**config.mk**
```make
export PLATFORM = sky130hd
export DESIGN_NAME = ex_mem_skid_reg
export DESIGN_NICKNAME = d
export VERILOG_FILES = /design/src/rtl/ex_mem_skid_reg_pkg.sv /design/src/rtl/ex_mem_skid_reg_entry.sv /design/src/rtl/ex_mem_skid_reg.sv
export SDC_FILE = /design/constraint.sdc
export NUM_CORES = 1
export LEC_CHECK = 0
export CAP_MARGIN = 10
export CORE_ASPECT_RATIO = 0.6
export CORE_MARGIN = 2
export CORE_UTILIZATION = 47
export CTS_CLUSTER_SIZE = 25
export DETAILED_ROUTE_END_ITERATION = 8
export GPL_TIMING_DRIVEN = 0
export HOLD_SLACK_MARGIN = 0.15
export PLACE_DENSITY_LB_ADDON = 0.25
export SYNTH_ARGS = -nofsm -noshare
export SYNTH_HDL_FRONTEND = slang
export SYNTH_HIERARCHICAL = 1
export SYNTH_SLANG_ARGS = --single-unit
```
**constraint.sdc**
```tcl
create_clock -name clk -period 1.8 [get_ports clk]
set_input_delay 0.27 -clock clk [delete_from_list [all_inputs] [get_ports clk]]
set_output_delay 0.27 -clock clk [all_outputs]
set_load 0.1 [all_outputs]
```
**src/rtl/ex_mem_skid_reg_pkg.sv**
```systemverilog
// Shared widths for the EX/MEM boundary register and its entry storage.
// The payload is a flat vector packed as
//   {alu_result, store_value, dest, wb_en, mem_read, mem_write}
// with the control bits in the three least-significant positions.
package ex_mem_skid_reg_pkg;

    localparam int WORD_LEN          = 32;
    localparam int REG_ADDR_LEN      = 5;
    localparam int EXMEM_PAYLOAD_LEN = 2 * WORD_LEN + REG_ADDR_LEN + 3;

    // Payload width for an arbitrary word / register-index width.
    function automatic int payload_len(input int word_len, input int reg_addr_len);
        return 2 * word_len + reg_addr_len + 3;
    endfunction

endpackage

```
**src/rtl/ex_mem_skid_reg_entry.sv**
```systemverilog
// One storage slot of the EX/MEM register: a valid bit plus a payload.
// clear drops the valid bit but leaves the payload untouched, because every
// consumer qualifies the control bits with valid. The payload only updates
// when a valid entry is written, so an empty slot keeps its last contents.
module pipe_entry_reg
    import ex_mem_skid_reg_pkg::*;
#(
    parameter int WIDTH = EXMEM_PAYLOAD_LEN
) (
    input  logic             clk,
    input  logic             rst,
    input  logic             clear,
    input  logic             load,
    input  logic             d_valid,
    input  logic [WIDTH-1:0] d,
    output logic             valid,
    output logic [WIDTH-1:0] q
);

    // Valid bit: clear wins, otherwise a load writes the incoming valid.
    always_ff @(posedge clk or negedge rst) begin
        if (!rst) begin
            valid <= 1'b0;
        end else if (clear) begin
            valid <= 1'b0;
        end else if (load) begin
            valid <= d_valid;
        end
    end

    // Payload: captured only together with a valid entry.
    always_ff @(posedge clk or negedge rst) begin
        if (!rst) begin
            q <= '0;
        end else if (load && d_valid && !clear) begin
            q <= d;
        end
    end

endmodule

```
**src/rtl/ex_mem_skid_reg.sv**
```systemverilog
// EX/MEM pipeline boundary register with a one-entry skid buffer.
//
// Handshake: a transfer happens on a rising edge where valid && ready are
// both high on that side; valid must not depend on ready, and in_ready here
// is a flop so it never depends combinationally on out_ready.
//
// The main entry drives the outputs; the skid entry catches the one
// instruction that arrives while main is stalled. Skid contents always move
// to main before any newer input is taken, which keeps ordering strict FIFO.
module ex_mem_skid_reg #(
    parameter int WORD_LEN     = ex_mem_skid_reg_pkg::WORD_LEN,
    parameter int REG_ADDR_LEN = ex_mem_skid_reg_pkg::REG_ADDR_LEN
) (
    input  logic                    clk,
    input  logic                    rst,
    input  logic                    flush,
    input  logic                    in_valid,
    output logic                    in_ready,
    input  logic [WORD_LEN-1:0]     in_alu_result,
    input  logic [WORD_LEN-1:0]     in_store_value,
    input  logic [REG_ADDR_LEN-1:0] in_dest,
    input  logic                    in_wb_en,
    input  logic                    in_mem_read,
    input  logic                    in_mem_write,
    output logic                    out_valid,
    input  logic                    out_ready,
    output logic [WORD_LEN-1:0]     ALU_Result,
    output logic [WORD_LEN-1:0]     Store_Value,
    output logic [REG_ADDR_LEN-1:0] Dest,
    output logic                    WB_EN,
    output logic                    Mem_Read_EN,
    output logic                    Mem_Write_EN
);

    import ex_mem_skid_reg_pkg::*;

    localparam int PAYLOAD_LEN = payload_len(WORD_LEN, REG_ADDR_LEN);

    logic [PAYLOAD_LEN-1:0] in_payload;
    logic [PAYLOAD_LEN-1:0] main_q;
    logic [PAYLOAD_LEN-1:0] skid_q;
    logic [PAYLOAD_LEN-1:0] main_d;
    logic [PAYLOAD_LEN-1:0] skid_d;
    logic                   main_valid;
    logic                   skid_valid;
    logic                   main_load;
    logic                   main_d_valid;
    logic                   skid_load;
    logic                   skid_d_valid;
    logic                   skid_valid_next;
    logic                   accept;
    logic                   drain;
    logic                   main_free;
    logic                   main_wb;
    logic                   main_rd;
    logic                   main_wr;

    assign in_payload = {in_alu_result, in_store_value, in_dest,
                         in_wb_en, in_mem_read, in_mem_write};

    assign out_valid = main_valid;
    assign accept    = in_valid && in_ready;
    assign drain     = main_valid && out_ready;
    // Main can take something this edge if it is empty or being consumed.
    assign main_free = !main_valid || drain;

    // Steering: decide what each entry loads on this edge.
    always_comb begin
        main_load       = 1'b0;
        main_d_valid    = 1'b0;
        main_d          = in_payload;
        skid_load       = 1'b0;
        skid_d_valid    = 1'b0;
        skid_d          = in_payload;
        skid_valid_next = skid_valid;
        if (flush) begin
            skid_valid_next = 1'b0;
        end else if (main_free) begin
            main_load = 1'b1;
            if (skid_valid) begin
                // Older skid instruction goes first; in_ready is low so
                // nothing new is accepted on this edge.
                main_d_valid    = 1'b1;
                main_d          = skid_q;
                skid_load       = 1'b1;
                skid_d_valid    = 1'b0;
                skid_valid_next = 1'b0;
            end else begin
                main_d_valid = accept;
                main_d       = in_payload;
            end
        end else if (accept) begin
            // Main is stalled: park the new instruction in skid.
            skid_load       = 1'b1;
            skid_d_valid    = 1'b1;
            skid_valid_next = 1'b1;
        end
    end

    pipe_entry_reg #(
        .WIDTH(PAYLOAD_LEN)
    ) u_main (
        .clk    (clk),
        .rst    (rst),
        .clear  (flush),
        .load   (main_load),
        .d_valid(main_d_valid),
        .d      (main_d),
        .valid  (main_valid),
        .q      (main_q)
    );

    pipe_entry_reg #(
        .WIDTH(PAYLOAD_LEN)
    ) u_skid (
        .clk    (clk),
        .rst    (rst),
        .clear  (flush),
        .load   (skid_load),
        .d_valid(skid_d_valid),
        .d      (skid_d),
        .valid  (skid_valid),
        .q      (skid_q)
    );

    // Registered ready: mirrors an empty skid entry one edge ahead.
    always_ff @(posedge clk or negedge rst) begin
        if (!rst) begin
            in_ready <= 1'b1;
        end else begin
            in_ready <= !skid_valid_next;
        end
    end

    assign {ALU_Result, Store_Value, Dest, main_wb, main_rd, main_wr} = main_q;

    // Control bits are qualified so a bubble never writes anything.
    assign WB_EN        = main_wb && main_valid;
    assign Mem_Read_EN  = main_rd && main_valid;
    assign Mem_Write_EN = main_wr && main_valid;

endmodule

```
### Yosys cells after proc, flatten, opt, wreduce, memory -nomap -nowiden

Cells that the tools add are included.

* flip-flop bits (word level): 147
* latch bits: 0
* bits in writable memories: 0
* bits in read-only memories: 0
* output and inout port bits: 74
* word-level logic and storage cells: 41
* memories: 0

* $add $sub $neg: 0
* multipliers: 0
* div/mod/pow operators: 0
* magnitude comparators: 0
* eq/ne operators: 0
* shift operators: 0
* multiplexer cells: 21
* bitwise logic cells: 0
* reductions and logical operators: 15

Operators with widths (number)
* 72-bit two-way mux: 3
* 1-bit two-way mux: 18
* 1-bit logical AND: 9
* 2-bit nonzero test: 2
* 1-bit logical NOT: 3
* 1-bit logical OR: 1

### Depth between registers and ports, before layout

Gate-level depths: netlist of run 1.

* depth after elaboration: 6
* mapped depth: 7
* depth with buffers taken out: 5

### Hierarchy

The synthesis of run 1 kept the hierarchy.

By module, submodules not included
* pipe_entry_reg: times used 2, cells each 156, area an instance 3072.9 µm²
* ex_mem_skid_reg: times used 1, cells each 96, area an instance 1350.0 µm²

### Worst setup path after synthesis of run 1

No wires, ideal clock.

* path type: flip-flop to flip-flop
* start point: register u_main.valid
* end point: register u_skid.q[0]
* library setup time: 125 ps
* arrival: 2291 ps
* slack: -616 ps
* stages on the path, launching flop included: 8
* buffers on the path: 2
* period minus slack after synthesis: 2416 ps
* cells stage by stage: dfrtp_1 -> nor2b_4 -> nand3_1 -> a21oi_1 -> nand3b_1 -> buf_6 -> buf_12 -> mux2_4

* longest elaborated chain between the ends: 6

RTL lines
* start: declaration: line ex_mem_skid_reg_entry.sv:16 `output logic valid,`
* start signal: assignment: line ex_mem_skid_reg_entry.sv:27 `valid <= d_valid;`
* 1-bit logical NOT / 1-bit logical AND (equally long branches): line ex_mem_skid_reg.sv:65, ex_mem_skid_reg.sv:63
* 1-bit logical OR (*): line ex_mem_skid_reg.sv:65 `assign main_free = !main_valid || drain;`
* 1-bit two-way mux (*): line ex_mem_skid_reg.sv:78 `end else if (main_free) begin`
* 1-bit two-way mux (*): line ex_mem_skid_reg.sv:76 `if (flush) begin`
* named net skid_load: line ex_mem_skid_reg.sv:48 `logic skid_load;`
* 1-bit logical AND (*) (2 in series): line ex_mem_skid_reg_entry.sv:35 `end else if (load && d_valid && !clear) begin`
* end signal: assignment: line ex_mem_skid_reg_entry.sv:34 `q <= '0;`
* end signal: assignment: line ex_mem_skid_reg_entry.sv:36 `q <= d;`
* end: declaration: line ex_mem_skid_reg_entry.sv:17 `output logic [WIDTH-1:0] q`

The timed path passes the listed nets; every way through them passes the cells marked *.
A chain may end at the register's enable or synchronous reset.

### Final worst setup path of run 1

* start point: register u_main.valid
* end point: register u_main.q[31]

RTL lines
* 1-bit logical NOT / 1-bit logical AND (equally long branches): line ex_mem_skid_reg.sv:65, ex_mem_skid_reg.sv:63
* 1-bit logical OR (*): line ex_mem_skid_reg.sv:65
* 72-bit two-way mux (*): line ex_mem_skid_reg.sv:78
* 72-bit two-way mux (*): line ex_mem_skid_reg.sv:76
* named net main_d[31]: line ex_mem_skid_reg.sv:42 `logic [PAYLOAD_LEN-1:0] main_d;`
* end signal: assignment: line ex_mem_skid_reg_entry.sv:34
* end signal: assignment: line ex_mem_skid_reg_entry.sv:36
* end: declaration: line ex_mem_skid_reg_entry.sv:17

Marks and branches as above.

==> results.md, run 1 <==
Timing:
- The fmax is 515 MHz.
- The time the worst path needs with I/O delays and setup is 1.94 ns.
- The number of hold violations in the final report came to 0.
- Hold timing on the final database bottoms out at a slack of 0.457 ns.
- Once routing completed, OpenROAD measured the worst setup slack at -0.141 ns.
- The sum of negative setup slack is -12.58 ns.
- In this run the tightest slew margin relative to its limit is 0.546.
- The setup clock skew after layout is 0.0120 ns.
- The slew at the pin closest to its max-slew limit is 0.682 ns.
- Of the available clock period, the critical path in the final layout requires 1.08.
- Setup violations remaining at the end of the flow were counted as 142.
- The final-report max-slew violation count was 0.
- Setup repair after global routing could not meet its margin everywhere.

Yosys:
- Counting every net in the synthesized netlist gives 485.
- The share of the Yosys chip area taken by registers is 0.491.
- The synthesized netlist cell count is 408.
- The netlist uses 18 different library cells.
- Synthesis inferred 147 register bits.
- The mapped netlist covers 0.00750 sq mm.
- The average size of a mapped cell is 18.4 sq um.
- Yosys printed 6 warnings.

Cells and area:
- The area of all placed cells without fillers is 0.0101 sq mm.
- The fraction of the core area covered by cells at the end of the flow is 0.654.
- The post-synthesis to final-layout area growth is 35.0%.
- Of the cells placed in the final design, the portion with a size suffix greater than 1 is 0.607.
- The layout net count is 664.
- After the flow finishes, the layout carries non-filler instances totaling 803.
- 0 antenna diodes ended up in the layout.

Critical path:
- The critical path class is flop to flop.
- The launch point of the critical path is u_main/valid.
- The worst setup path is captured at a flop.
- Counting cells, the worst reg-to-reg path comes to 6.
- The worst register-to-register path begins at u_main/valid.
- At the worst endpoint, the arrival time is 2.23 ns.
- At the worst endpoint, the required time is 2.09 ns.
- Of all nets on the critical path, the largest fanout is 6.
- Across all register-to-register paths, the minimum setup slack is -0.14 ns.
- The startpoint kind of the worst setup timing path is a flop.

Floorplan:
- The number of placed I/O pins is 151.
- The region available for standard cell placement spans 0.0155 sq mm.
- The die area is 0.0170 sq mm.
- The floorplan step set the die height to 102 um.
- In this run the horizontal extent of the chip is 167 um.
- The initial utilization of the core area, before any placement, comes to 0.485.
- The row count is 35.

Placement:
- The congestion estimate from routability-driven global placement came to 0.739.
- The number of buffers added on ports is 150.
- After legalization and detailed placement, the total HPWL measured 9890 um.
- The placed instances occupy a cell area of 0.00930 sq mm.
- Prior to clock tree synthesis, the placed netlist has a worst setup slack of -0.490 ns.
- The number of cells after detailed placement is 762.

Global routing:
- The first global-routing pass estimated 24,800 um of wire.
- For this run, global-route usage on met2 was measured as 0.281.
- Entering global routing, the biggest net connects 78 pins.
- After global routing, the most crowded layer is met2.
- The total track usage is 0.188.
- Summed over all layers, the global routing overflow is 0.
- The met3 routing resource usage after global routing is 0.0558.
- The via count of the first global-routing pass came to 4,464.
- The global routing met1 resource utilization is 0.275.
- The number of antenna violations at the first check in global routing is 0.

Route:
- The routed wirelength normalized by instance count is 18.9 um.
- The count of nets left with antenna violations once routing finished came out at 0.
- The aggregate routed wire length is 15,200 um.
- Across all layers, the routed design uses 3,983 vias.
- The number of search-and-repair iterations in the first detailed-routing pass is 4.
- Using the TritonRoute via totals, the vias-per-cell ratio works out to 4.96.
- The first routing iteration left 208 violations.
- The number of remaining DRC errors is 0.

Power and ir drop:
- The overall power is 12.1 mW.
- In this run the static leakage power is 5.05 nW.
- VDD sags by at most 920 uV.
- The power density over cell area is 1200 mW/mm^2.

Min path:
- In this run the worst hold path is classified as primary input to async pin.

Clock network:
- In this run the clock root is driven by a sky130_fd_sc_hd__clkbuf_16.
- TritonCTS built the clock tree.
- Clock-pin slew was measured on the worst setup and hold paths at 0.06 ns.
- The number of clock sinks is 147.
- The maximum clock path buffer count is 2.
- The clock latency on the worst-skew pair is 0.41 ns.
- The number of H-tree levels is 4.
- The total clock buffers created by CTS is 17.

Run:
- Across the run, the number of max-cap violations was 0.

Run status:
- The run finished, with violations left.
- The checks that failed: setup timing.
==> critical path: stages, from the launching register on <==
cell and delay, ns:
sky130_fd_sc_hd__dfrtp_4 0.47, sky130_fd_sc_hd__nor2b_4 0.14, sky130_fd_sc_hd__nor3b_4 0.19, sky130_fd_sc_hd__buf_6 0.18, sky130_fd_sc_hd__bufbuf_16 0.28, sky130_fd_sc_hd__mux2_4 0.29, sky130_fd_sc_hd__mux2_4 0.27
==> path summary, 6_finish.rpt <==
path | to
max | u_main/q[31]
min | u_main/q[61]
max in group asynchronous | u_main/valid
min reg2reg | u_main/q[67]
min in group clk | u_skid/q[44]
max reg2reg | u_main/q[31]
==> where the power goes <==
group          switching (mW)  total (mW)  internal, mW
sequential              0.260        3.96          3.70
clock                    1.45        3.56          2.11
combinational            3.29        4.57          1.28
==> logic make-up after synthesis <==
| group | Yosys count | synth area share |
|---|---|---|
| and+or+nand+nor | 17 | 0.0149 |
| DFF | 147 | 0.491 |
| muxes | 218 | 0.432 |
| buffers and inverters | 24 | 0.0606 |
| AOI/OAI and AO/OA | 2 | 0.00134 |
==> layout make-up <==
class                   count  area, sq um
flip-flops and latches    147         3690
fillers                  1089         5340
repair buffers            162         1780
clock buffers              20          447
multi-input cells         237         3380
well taps                 203          254
plain buffers              22          423
clock inverters            12          145
==> synthesized netlist by cell type <==
| cell | instances | share of area |
|---|---|---|
| sky130_fd_sc_hd__nor3_1 | 2 | 0.0013 |
| sky130_fd_sc_hd__nor2b_4 | 1 | 0.0018 |
| sky130_fd_sc_hd__buf_12 | 21 | 0.056 |
| sky130_fd_sc_hd__mux2i_1 | 2 | 0.0027 |
| sky130_fd_sc_hd__nand3b_1 | 2 | 0.0020 |
| sky130_fd_sc_hd__buf_6 | 3 | 0.0045 |
| sky130_fd_sc_hd__nand3_1 | 1 | 0.00067 |
| sky130_fd_sc_hd__or3_1 | 1 | 0.00084 |
| sky130_fd_sc_hd__a21oi_1 | 2 | 0.0013 |
| sky130_fd_sc_hd__mux2_2 | 6 | 0.0090 |
| sky130_fd_sc_hd__dfstp_2 | 1 | 0.0035 |
| sky130_fd_sc_hd__dfrtp_1 | 146 | 0.49 |
| sky130_fd_sc_hd__mux2_4 | 210 | 0.42 |
| sky130_fd_sc_hd__nand2_1 | 2 | 0.0010 |
| sky130_fd_sc_hd__nor2_1 | 3 | 0.0015 |
| sky130_fd_sc_hd__nor3b_2 | 1 | 0.0017 |
| sky130_fd_sc_hd__or2b_1 | 1 | 0.0010 |
| sky130_fd_sc_hd__and2_2 | 3 | 0.0030 |
==> cells in the final DEF (no fill, tap or decap), types with 2 or more instances in the layout <==
master,netlist,routed
sky130_fd_sc_hd__clkbuf_1,0,2
sky130_fd_sc_hd__inv_6,0,4
sky130_fd_sc_hd__mux2_4,210,210
sky130_fd_sc_hd__and2_2,3,3
sky130_fd_sc_hd__mux2_2,6,6
sky130_fd_sc_hd__nand2_1,2,2
sky130_fd_sc_hd__buf_4,0,4
sky130_fd_sc_hd__clkinvlp_4,0,4
sky130_fd_sc_hd__nor2_1,3,3
sky130_fd_sc_hd__clkbuf_16,0,18
sky130_fd_sc_hd__clkdlybuf4s50_1,0,75
sky130_fd_sc_hd__clkdlybuf4s15_2,0,69
sky130_fd_sc_hd__bufinv_16,0,2
sky130_fd_sc_hd__buf_12,21,22
sky130_fd_sc_hd__mux2i_1,2,2
sky130_fd_sc_hd__dfrtp_1,146,145
sky130_fd_sc_hd__clkbuf_4,0,3
sky130_fd_sc_hd__bufbuf_16,0,2
sky130_fd_sc_hd__a21oi_2,0,2
sky130_fd_sc_hd__buf_2,0,2
sky130_fd_sc_hd__nand3b_1,2,2
sky130_fd_sc_hd__buf_6,3,4
==> sequential cells by signal, summed over array words and instances, names as in the netlist <==
name          count
u_main/q         72
u_skid/q         72
in_ready          1
u_main/valid      1
u_skid/valid      1
==> routing by layer <==
layer,share of wire,wire length [um]
met1,0.50,7640
met2,0.44,6630
met3,0.055,837
met4,0.0050,76
met5,0,0
==> what timing repair did <==
action | 4_1_cts | 5_1_grt
resized for setup | 237 | 5
cloned | 3 | 1
hold endpoints to repair | 70 | 0
hold buffers | 1 | 0
setup buffers | 7 | 0
endpoints found under the setup margin | 216 | 146
Note: power is estimated with default switching activity, not from simulation.
==> inputs of run 2 (changes only) <==
Settings changed: ABC_AREA set to 1, CORE_UTILIZATION 47 to 48.
==> run 2 against run 1 <==
The run now ends clean. Count of clock-buffer cells in the layout down 2. Power about the same. Routed wire length grew 53%. Via count increased by 83%. Worst hold slack worse by 0.11 ns. Area after synthesis grew 8.1%.
==> results.md, run 2 <==
Run status:
- Outcome: complete, no violations (was finished with violations).

Yosys:
- The total of warnings raised by yosys came to 6 (unchanged).
- The share of synthesized flip-flops with an asynchronous set or reset is 1.00 (unchanged).
- The portion of the post-synthesis area used by sequential elements is 0.454 (was 0.491).
- The number of synthesized flops with an enable pin was 0 (unchanged).
- The area share of the leading cell type in the synthesized netlist was 0.451 (was 0.487).
- Largest cells by area after synthesis: sky130_fd_sc_hd__dfrtp_1, sky130_fd_sc_hd__nand2_1, sky130_fd_sc_hd__nand4_1, sky130_fd_sc_hd__nand2_4, sky130_fd_sc_hd__nand2_2 (was sky130_fd_sc_hd__dfrtp_1, sky130_fd_sc_hd__mux2_4, sky130_fd_sc_hd__buf_12, sky130_fd_sc_hd__mux2_2, sky130_fd_sc_hd__buf_6).
- The combined area of all synthesized cells is 0.00810 sq mm (was 0.00750 sq mm).
- The count of state elements after synthesis came to 147 (unchanged).
- The synthesized netlist cell count is 911 (was 408).
- The biggest area consumer among synthesized cells is sky130_fd_sc_hd__dfrtp_1 (unchanged).
- The net count after synthesis was 988 (was 485).
- Top post-synthesis cells by count: sky130_fd_sc_hd__nand2_1, sky130_fd_sc_hd__dfrtp_1, sky130_fd_sc_hd__nand4_1 (was sky130_fd_sc_hd__mux2_4, sky130_fd_sc_hd__dfrtp_1, sky130_fd_sc_hd__buf_12).
- The count of distinct cell types in the synthesized netlist was 19 (was 18).
- The top flip-flop cell by instance count after synthesis is sky130_fd_sc_hd__dfrtp_1 (unchanged).
- The average size of a mapped cell is 8.89 sq um (was 18.4 sq um).
- The most common cell in the synthesized netlist is sky130_fd_sc_hd__nand2_1 (was sky130_fd_sc_hd__mux2_4).

Power and ir drop:
- The switching power as a share of total power is 0.397 (was 0.414).
- The part of the power in the clock network was 0.348 (was 0.294).
- The combinational share of power is 0.334 (was 0.378).
- The overall power came to 12.1 mW (about the same).
- The static leakage is 5.52 nW (was 5.05 nW).
- The power density over cell area is 1080 mW/mm^2 (was 1200 mW/mm^2).
- The peak supply drop was 729 uV (was 920 uV).
- The cell-internal power is 7.29 mW (was 7.09 mW).
- The total net switching power is 4.80 mW (was 5.00 mW).
- The power share of the sequential group is 0.318 (was 0.327).

Critical path:
- The capture instance of the worst register-to-register path is u_main/q[0] (was u_main/q[31]).
- The cell type of the slowest stage on the worst timing path is sky130_fd_sc_hd__dfrtp_4 (unchanged).
- The minimum setup slack among reg-to-reg paths is 0.004 ns (was -0.14 ns).
- The largest incremental delay on the critical path is 0.52 ns (was 0.47 ns).
- The category of cells accounting for the largest share of critical-path delay was buffers and inverters (was multiplexers).
- The worst endpoint required time came to 2.09 ns (about the same).
- The capturing element type of the critical path was a flop (unchanged).
- The highest net fanout along the worst path was 5 (was 6).
- The number of cell instances on the worst register-to-register path is 11 (was 6).
- The cell repeated most along the worst path is sky130_fd_sc_hd__buf_6 (was sky130_fd_sc_hd__mux2_4).
- The total buffers and inverters traversed by the critical path is 5 (was 2).
- The source of the worst register-to-register timing path is u_main/valid (unchanged).
- Cells traversed along the worst timing path: nand2_8 -> buf_12 -> buf_8 -> nand2_4 -> nor2_4 -> buf_6 -> nand3_4 -> buf_6 -> buf_6 -> nand2_1 -> nand2_1 (was nor2b_4 -> nor3b_4 -> buf_6 -> bufbuf_16 -> mux2_4 -> mux2_4).
- The signal arrival time at the worst endpoint is 2.09 ns (was 2.23 ns).
- The critical path class is flop to flop (unchanged).
- The startpoint kind of the worst setup timing path is a flop (unchanged).

Clock network:
- The clock root buffer is sky130_fd_sc_hd__clkbuf_16 (unchanged).
- The clock tree from TritonCTS is built (unchanged).
- The number of H-tree levels came to 4 (unchanged).
- The clock-pin transition on the worst setup and hold timing paths is 0.06 ns (about the same).
- The maximum clock path buffer count is 2 (unchanged).
- The number of clock sinks came to 147 (unchanged).
- The clock latency on the worst-skew pair is 0.43 ns (was 0.41 ns).
- The total clock buffers created by CTS is 17 (unchanged).

Cells and area:
- The number of antenna diodes is 0 (unchanged).
- The post-synthesis to final-layout area growth is 37.7% (was 35.0%).
- The fraction of final layout cells with drive strength greater than 1 came to 0.326 (was 0.607).
- The layout net count was 1,185 (was 664).
- The number of fill cells is 1,284 (was 1,089).
- The most common library cell in the layout ignoring fill and taps is sky130_fd_sc_hd__nand2_1 (was sky130_fd_sc_hd__mux2_4).
- Top Registers: u_main/q (72), u_skid/q (72) (unchanged).
- The area of all placed cells without fillers was 0.0112 sq mm (was 0.0101 sq mm).
- Leading cell types in the layout, fill and taps excluded: sky130_fd_sc_hd__nand2_1, sky130_fd_sc_hd__dfrtp_1, sky130_fd_sc_hd__nand4_1 (was sky130_fd_sc_hd__mux2_4, sky130_fd_sc_hd__dfrtp_1, sky130_fd_sc_hd__clkdlybuf4s50_1).
- The fraction of the core area covered by cells at the end of the flow is 0.682 (was 0.654).
- The final cell count without fillers was 1,347 (was 803).

Timing:
- The slew at the pin closest to its max-slew limit was 0.731 ns (was 0.682 ns).
- The number of hold violations in the final report was 0 (unchanged).
- The time the worst path needs with I/O delays and setup is 1.80 ns (was 1.94 ns).
- Unrepaired setup endpoints after global routing: true (unchanged).
- The hold slack is 0.346 ns (was 0.457 ns).
- The worst-case setup margin in the final layout is 0.00381 ns (was -0.141 ns).
- The setup clock skew after layout is 0.0128 ns (was 0.0120 ns).
- The sum of negative setup slack is 0 ns (was -12.58 ns).
- The final-report max-slew violation count is 0 (unchanged).
- The fmax is 557 MHz (was 515 MHz).
- The relative slew slack is 0.513 (was 0.546).
- The share of the cycle needed by the critical path after routing is 0.998 (was 1.08).
- The final number of setup-violating endpoints was 0 (was 142).

Min path:
- The count of cells along the worst hold path is 3.
- The start point of the worst hold path is flush.
- The type of the most critical hold path is primary input to flop (was primary input to async pin).
- The destination of the worst hold path is in_ready.

Route:
- The number of DRC markers in iteration 0 was 498 (was 208).
- The sum of routed wire segments on met1 is 11,000 um (was 7640 um).
- The length of routed met3 wiring is 1800 um (was 837 um).
- The via density per instance came to 5.40 (was 4.96).
- The number of search-and-repair iterations in the first detailed-routing pass is 5 (was 4).
- The highest signal layer in the routed design is met4 (unchanged).
- The routed wirelength normalized by instance count came to 17.2 um (was 18.9 um).
- The number of remaining DRC errors is 0 (unchanged).
- The number of nets with antenna violations after routing is 0 (unchanged).
- The via count is 7,276 (was 3,983).
- The met2 wirelength from detailed routing is 10,100 um (was 6630 um).
- The aggregate routed wire length is 23,200 um (was 15,200 um).

Floorplan:
- The effective utilization at floorplan came to 0.495 (was 0.485).
- The die area was 0.0180 sq mm (was 0.0170 sq mm).
- The vertical die dimension was 105 um (was 102 um).
- The row count is 36 (was 35).
- The number of placed I/O pins is 151 (unchanged).
- The x dimension of the die is 172 um (was 167 um).
- The placeable core region is 0.0164 sq mm (was 0.0155 sq mm).

Placement:
- The post-place setup slack is -0.587 ns (was -0.490 ns).
- The number of buffers added on ports is 150 (unchanged).
- The post-placement cell area is 0.00993 sq mm (was 0.00930 sq mm).
- The final weighted congestion of routability-driven global placement is 0.834 (was 0.739).
- The number of cells after detailed placement is 1,290 (was 762).
- The detailed-placement wirelength estimate is 14,900 um (was 9890 um).

Global routing:
- The final global-route overflow total is 0 (unchanged).
- The largest net degree at the start of global routing is 79 (was 78).
- The number of antenna violations at the first check in global routing came to 0 (unchanged).
- The via count of the first global-routing pass is 6,873 (was 4,464).
- The first-pass GRT wire length is 37,000 um (was 24,800 um).
- The total track usage is 0.264 (was 0.188).

Run:
- The reported max-cap violation count is 0 (unchanged).
-- run 2: final cells by class --
| class | count | area, sq um | share of cell area |
|---|---|---|---|
| Buffer | 81 | 782 | 0.0701 |
| Clock buffer | 18 | 429 | 0.0385 |
| Clock inverter | 12 | 253 | 0.0227 |
| Inverter | 10 | 40.0 | 0.00359 |
| Multi-Input combinational cell | 672 | 3760 | 0.337 |
| Sequential cell | 147 | 3690 | 0.330 |
| Tap cell | 228 | 285 | 0.0256 |
| Timing Repair Buffer | 179 | 1920 | 0.172 |
-- run 2: routing by layer --
metal | track usage | vias to the layer above
met5 | 0 | -
met4 | 0.0678 | 0
met3 | 0.0473 | 23
met2 | 0.376 | 316
met1 | 0.411 | 3485
li1 | - | 3452
-- run 2: power groups by stage --
stage / clock network [mW] / registers, mW / logic (mW)
2_1_floorplan: 0 / 6.20 / 0.581
3_3_place_gp: 0 / 3.89 / 4.01
3_5_place_dp: 0 / 3.88 / 4.05
4_1_cts: 4.25 / 3.83 / 4.02
5_1_grt: 4.39 / 3.88 / 4.19
6_report: 4.21 / 3.84 / 4.03
-- run 2: worst max-delay path by stage --
stage,start,endpoint,depth (start not counted)
4_1_cts,in_ready,in_ready,1
3_3_place_gp,rst,u_main/valid,1
6_report,u_main/valid,u_main/q[0],11
3_5_place_dp,out_ready,u_main/q[9],12
5_1_grt,u_main/valid,u_main/q[0],11
2_1_floorplan,u_main/valid,u_main/q[10],10
-- run 2: timing repair --
item | in CTS | in global routing
setup buffers | 16 | 3
gates resized for setup | 253 | 41
setup endpoints to repair | 218 | 132
pin swaps | 4 | 3
cloned | 8 | 3
endpoints found under the hold margin | 77 | 0
hold buffers | 1 | 0
-- run 2: cell families (layout without fill, tap and decap cells) --
logic type	Yosys count	in the layout	synth area share
DFF	147	147	0.454
AOI/OAI and AO/OA	2	2	0.00124
and+or+nand+nor	668	670	0.448
buffers and inverters	94	300	0.0968
-- run 2: worst register-to-register path, stage by stage, from the launching register on --
cell and delay (ns):
sky130_fd_sc_hd__dfrtp_4 0.52, sky130_fd_sc_hd__nand2_8 0.09, sky130_fd_sc_hd__buf_12 0.11, sky130_fd_sc_hd__buf_8 0.10, sky130_fd_sc_hd__nand2_4 0.04, sky130_fd_sc_hd__nor2_4 0.09, sky130_fd_sc_hd__buf_6 0.16, sky130_fd_sc_hd__nand3_4 0.13
sky130_fd_sc_hd__buf_6 0.16, sky130_fd_sc_hd__buf_6 0.12, sky130_fd_sc_hd__nand2_1 0.07, sky130_fd_sc_hd__nand2_1 0.07
==> inputs of run 3 (changes only) <==
Settings changed: CORE_UTILIZATION 48 to 53.
Clock period 1.8 ns to 1.67 ns, I/O delays scaled along.
==> run 3 against run 2 <==
The run now ends with setup timing left. First-iteration DRC count is 50% higher. Register-to-register slack got worse by 0.11 ns. Die area down 9.1%. Sequential share of layout area decreased by 2.7 points. Sequential power grew 10%. Count of clock-buffer cells in the layout up 1. Non-clock buffer count rose by 21. Critical path depth is 6 lower. Cell area grew 9.0%. Via count up 9.0%. Power increased by 8.9%. Critical path type is now flop to primary output. Largest cell class unchanged. Highest routed layer unchanged.
==> results.md, run 3 (same netlist as run 2, synthesis figures left out) <==
Critical path:
- The highest net fanout along the worst path is 3 (was 5).
- The critical path class is flop to primary output (was flop to flop).
- The capturing element type of the critical path is a primary output (was flop).
- The source of the worst register-to-register timing path is u_main/valid (unchanged).
- The startpoint kind of the worst setup timing path was a flop (unchanged).
- The launch point of the critical path is u_main/valid (unchanged).
- The worst endpoint required time is 1.42 ns (was 2.09 ns).
- The signal arrival time at the worst endpoint is 1.55 ns (was 2.09 ns).

Clock network:
- The clock-pin transition on the worst setup and hold timing paths was 0.06 ns (about the same).
- The clock root buffer was sky130_fd_sc_hd__clkbuf_16 (unchanged).
- The clock tree from TritonCTS was built (unchanged).
- The clock latency on the worst-skew pair is 0.43 ns (about the same).
- The number of clock sinks is 147 (unchanged).
- The total clock buffers created by CTS was 17 (unchanged).
- The maximum clock path buffer count is 2 (unchanged).
- The number of H-tree levels is 4 (unchanged).

Route:
- The number of search-and-repair iterations in the first detailed-routing pass was 6 (was 5).
- The via density per instance was 5.92 (was 5.40).
- The via count is 7,933 (was 7,276).
- The routed wirelength normalized by instance count came to 20.0 um (was 17.2 um).
- The number of remaining DRC errors is 0 (unchanged).
- The number of nets with antenna violations after routing is 0 (unchanged).
- The number of DRC markers in iteration 0 is 749 (was 498).
- The aggregate routed wire length is 26,800 um (was 23,200 um).

Placement:
- The final weighted congestion of routability-driven global placement was 0.820 (was 0.834).
- The post-placement cell area is 0.00990 sq mm (was 0.00993 sq mm).
- The detailed-placement wirelength estimate came to 14,800 um (was 14,900 um).
- The number of buffers added on ports is 150 (unchanged).

Run status:
- Outcome: finished with violations (was complete, no violations).
- The checks that failed: setup timing.

Power and ir drop:
- The part of the power in the clock network was 0.333 (was 0.348).
- The power share of the sequential group was 0.321 (was 0.318).
- The switching power as a share of total power is 0.405 (was 0.397).
- The power density over cell area is 1080 mW/mm^2 (about the same).
- The peak supply drop is 947 uV (was 729 uV).
- The cell-internal power is 7.84 mW (was 7.29 mW).
- The total net switching power was 5.33 mW (was 4.80 mW).
- The combinational share of power is 0.346 (was 0.334).
- The static leakage is 5.82 nW (was 5.52 nW).
- The overall power is 13.2 mW (was 12.1 mW).

Global routing:
- The via count of the first global-routing pass is 7,410 (was 6,873).
- The final global-route overflow total came to 0 (unchanged).
- The total track usage was 0.311 (was 0.264).
- The number of antenna violations at the first check in global routing came to 0 (unchanged).
- The largest net degree at the start of global routing was 77 (was 79).
- The first-pass GRT wire length is 39,200 um (was 37,000 um).

Cells and area:
- The fraction of final layout cells with drive strength greater than 1 is 0.467 (was 0.326).
- The layout net count was 1,206 (was 1,185).
- The number of antenna diodes is 0 (unchanged).
- Leading cell types in the layout, fill and taps excluded: sky130_fd_sc_hd__nand2_2, sky130_fd_sc_hd__nand2_1, sky130_fd_sc_hd__dfrtp_1 (was sky130_fd_sc_hd__nand2_1, sky130_fd_sc_hd__dfrtp_1, sky130_fd_sc_hd__nand4_1).
- The fraction of the core area covered by cells at the end of the flow is 0.827 (was 0.682).
- The post-synthesis to final-layout area growth is 50.2% (was 37.7%).
- Top Registers: u_main/q (72), u_skid/q (72) (unchanged).
- The area of all placed cells without fillers is 0.0122 sq mm (was 0.0112 sq mm).
- The number of fill cells is 851 (was 1,284).
- The most common library cell in the layout ignoring fill and taps is sky130_fd_sc_hd__nand2_2 (was sky130_fd_sc_hd__nand2_1).

Min path:
- The type of the most critical hold path is primary input to async pin (was primary input to flop).

Timing:
- For the finished layout, the period the worst path requires is 1.80 ns.
- The setup clock skew after layout is 0.0103 ns (was 0.0128 ns).
- The slew at the pin closest to its max-slew limit is 0.718 ns (was 0.731 ns).
- Timing would allow up to 556 MHz.
- The share of the cycle needed by the critical path after routing is 1.08.
- The number of hold violations in the final report is 0 (unchanged).
- The final-report max-slew violation count is 0 (unchanged).
- Unrepaired setup endpoints after global routing: true (unchanged).
- The worst-case setup margin in the final layout is -0.130 ns (was 0.00381 ns).
- The final number of setup-violating endpoints is 109 (was 0).
- The relative slew slack is 0.522 (was 0.513).
- The hold slack is 0.426 ns (was 0.346 ns).

Floorplan:
- The placeable core region is 0.0147 sq mm (was 0.0164 sq mm).
- The x dimension of the die is 164 um (was 172 um).
- The effective utilization at floorplan is 0.550 (was 0.495).
- The number of placed I/O pins is 151 (unchanged).
- The die area is 0.0163 sq mm (was 0.0180 sq mm).
- The vertical die dimension is 99.8 um (was 105 um).
- The row count is 34 (was 36).

Run:
- The reported max-cap violation count was 0 (unchanged).
## run 3: cell types whose count changed in the layout (fill, tap and decap cells not counted), moves of 7 or more
cell                      before  now
sky130_fd_sc_hd__buf_6        37   44
sky130_fd_sc_hd__buf_8         4   23
sky130_fd_sc_hd__nand3_2       0    7
sky130_fd_sc_hd__nand2_4      62   95
sky130_fd_sc_hd__buf_2        26    5
sky130_fd_sc_hd__nand2_1     302  163
sky130_fd_sc_hd__nand3_1      73   66
sky130_fd_sc_hd__nand2_2      78  184
## run 3: critical path: stages (launching register included)
cell and delay [ns]:
sky130_fd_sc_hd__dfrtp_4 0.50, sky130_fd_sc_hd__buf_4 0.16, sky130_fd_sc_hd__buf_4 0.14, sky130_fd_sc_hd__nand2_1 0.09, sky130_fd_sc_hd__inv_1 0.06, sky130_fd_sc_hd__buf_6 0.18
## run 3: area by class of cell
type / instances / area, sq um / share of cell area
Tap cell: 198 / 248 / 0.0204
Sequential cell: 147 / 3690 / 0.303
Clock buffer: 19 / 433 / 0.0356
Multi-Input combinational cell: 672 / 4310 / 0.354
Clock inverter: 12 / 228 / 0.0187
Timing Repair Buffer: 202 / 2320 / 0.191
Buffer: 79 / 893 / 0.0734
Inverter: 10 / 42.5 / 0.00350
## run 3: timing repair
| action | 4_1_cts | 5_1_grt |
|---|---|---|
| gates resized for setup | 353 | 213 |
| endpoints found under the hold margin | 75 | 0 |
| setup endpoints to repair | 220 | 150 |
| cloned | 15 | 9 |
| hold buffers | 1 | 0 |
| setup buffers | 29 | 4 |
| pin swaps | 33 | 28 |
## run 3: metal layers
layer | part of all wire | GRT usage
met5 | 0 | 0
met4 | 0.018 | 0.0911
met3 | 0.10 | 0.0599
met2 | 0.46 | 0.472
met1 | 0.42 | 0.457
## run 3: final timing paths
path | to | slack, ns | cells after the start
worst max-delay path | WB_EN | -0.13 | 5
min in group clk | in_ready | 0.43 | 3
worst max register to register | u_skid/q[40] | -0.11 | 12
worst min-delay path | u_main/q[18] | 0.43 | 2
worst min register to register | u_skid/q[58] | 0.48 | 2
max in group asynchronous | u_main/valid | 0.37 | 3
## run 3: power groups by stage
stage | Sequential [mW] | Clock [mW] | Combinational (mW)
floorplan | 6.68 | 0 | 0.627
CTS | 4.14 | 4.39 | 4.34
global route | 4.27 | 4.56 | 4.71
finish | 4.23 | 4.38 | 4.55
detailed placement | 4.19 | 0 | 4.36
global placement | 4.19 | 0 | 4.31
## run 3: stage by stage
step | cells | TNS [ns] | worst slack [ns]
3_3_place_gp | 1259 | -916.20 | -6.68
4_1_cts | 1333 | -6.74 | -0.109
3_5_place_dp | 1260 | -95.22 | -0.685
6_report | 1339 | -6.11 | -0.130
5_1_grt | 1339 | -11.83 | -0.155
2_1_floorplan | 911 | -16.59 | -0.158
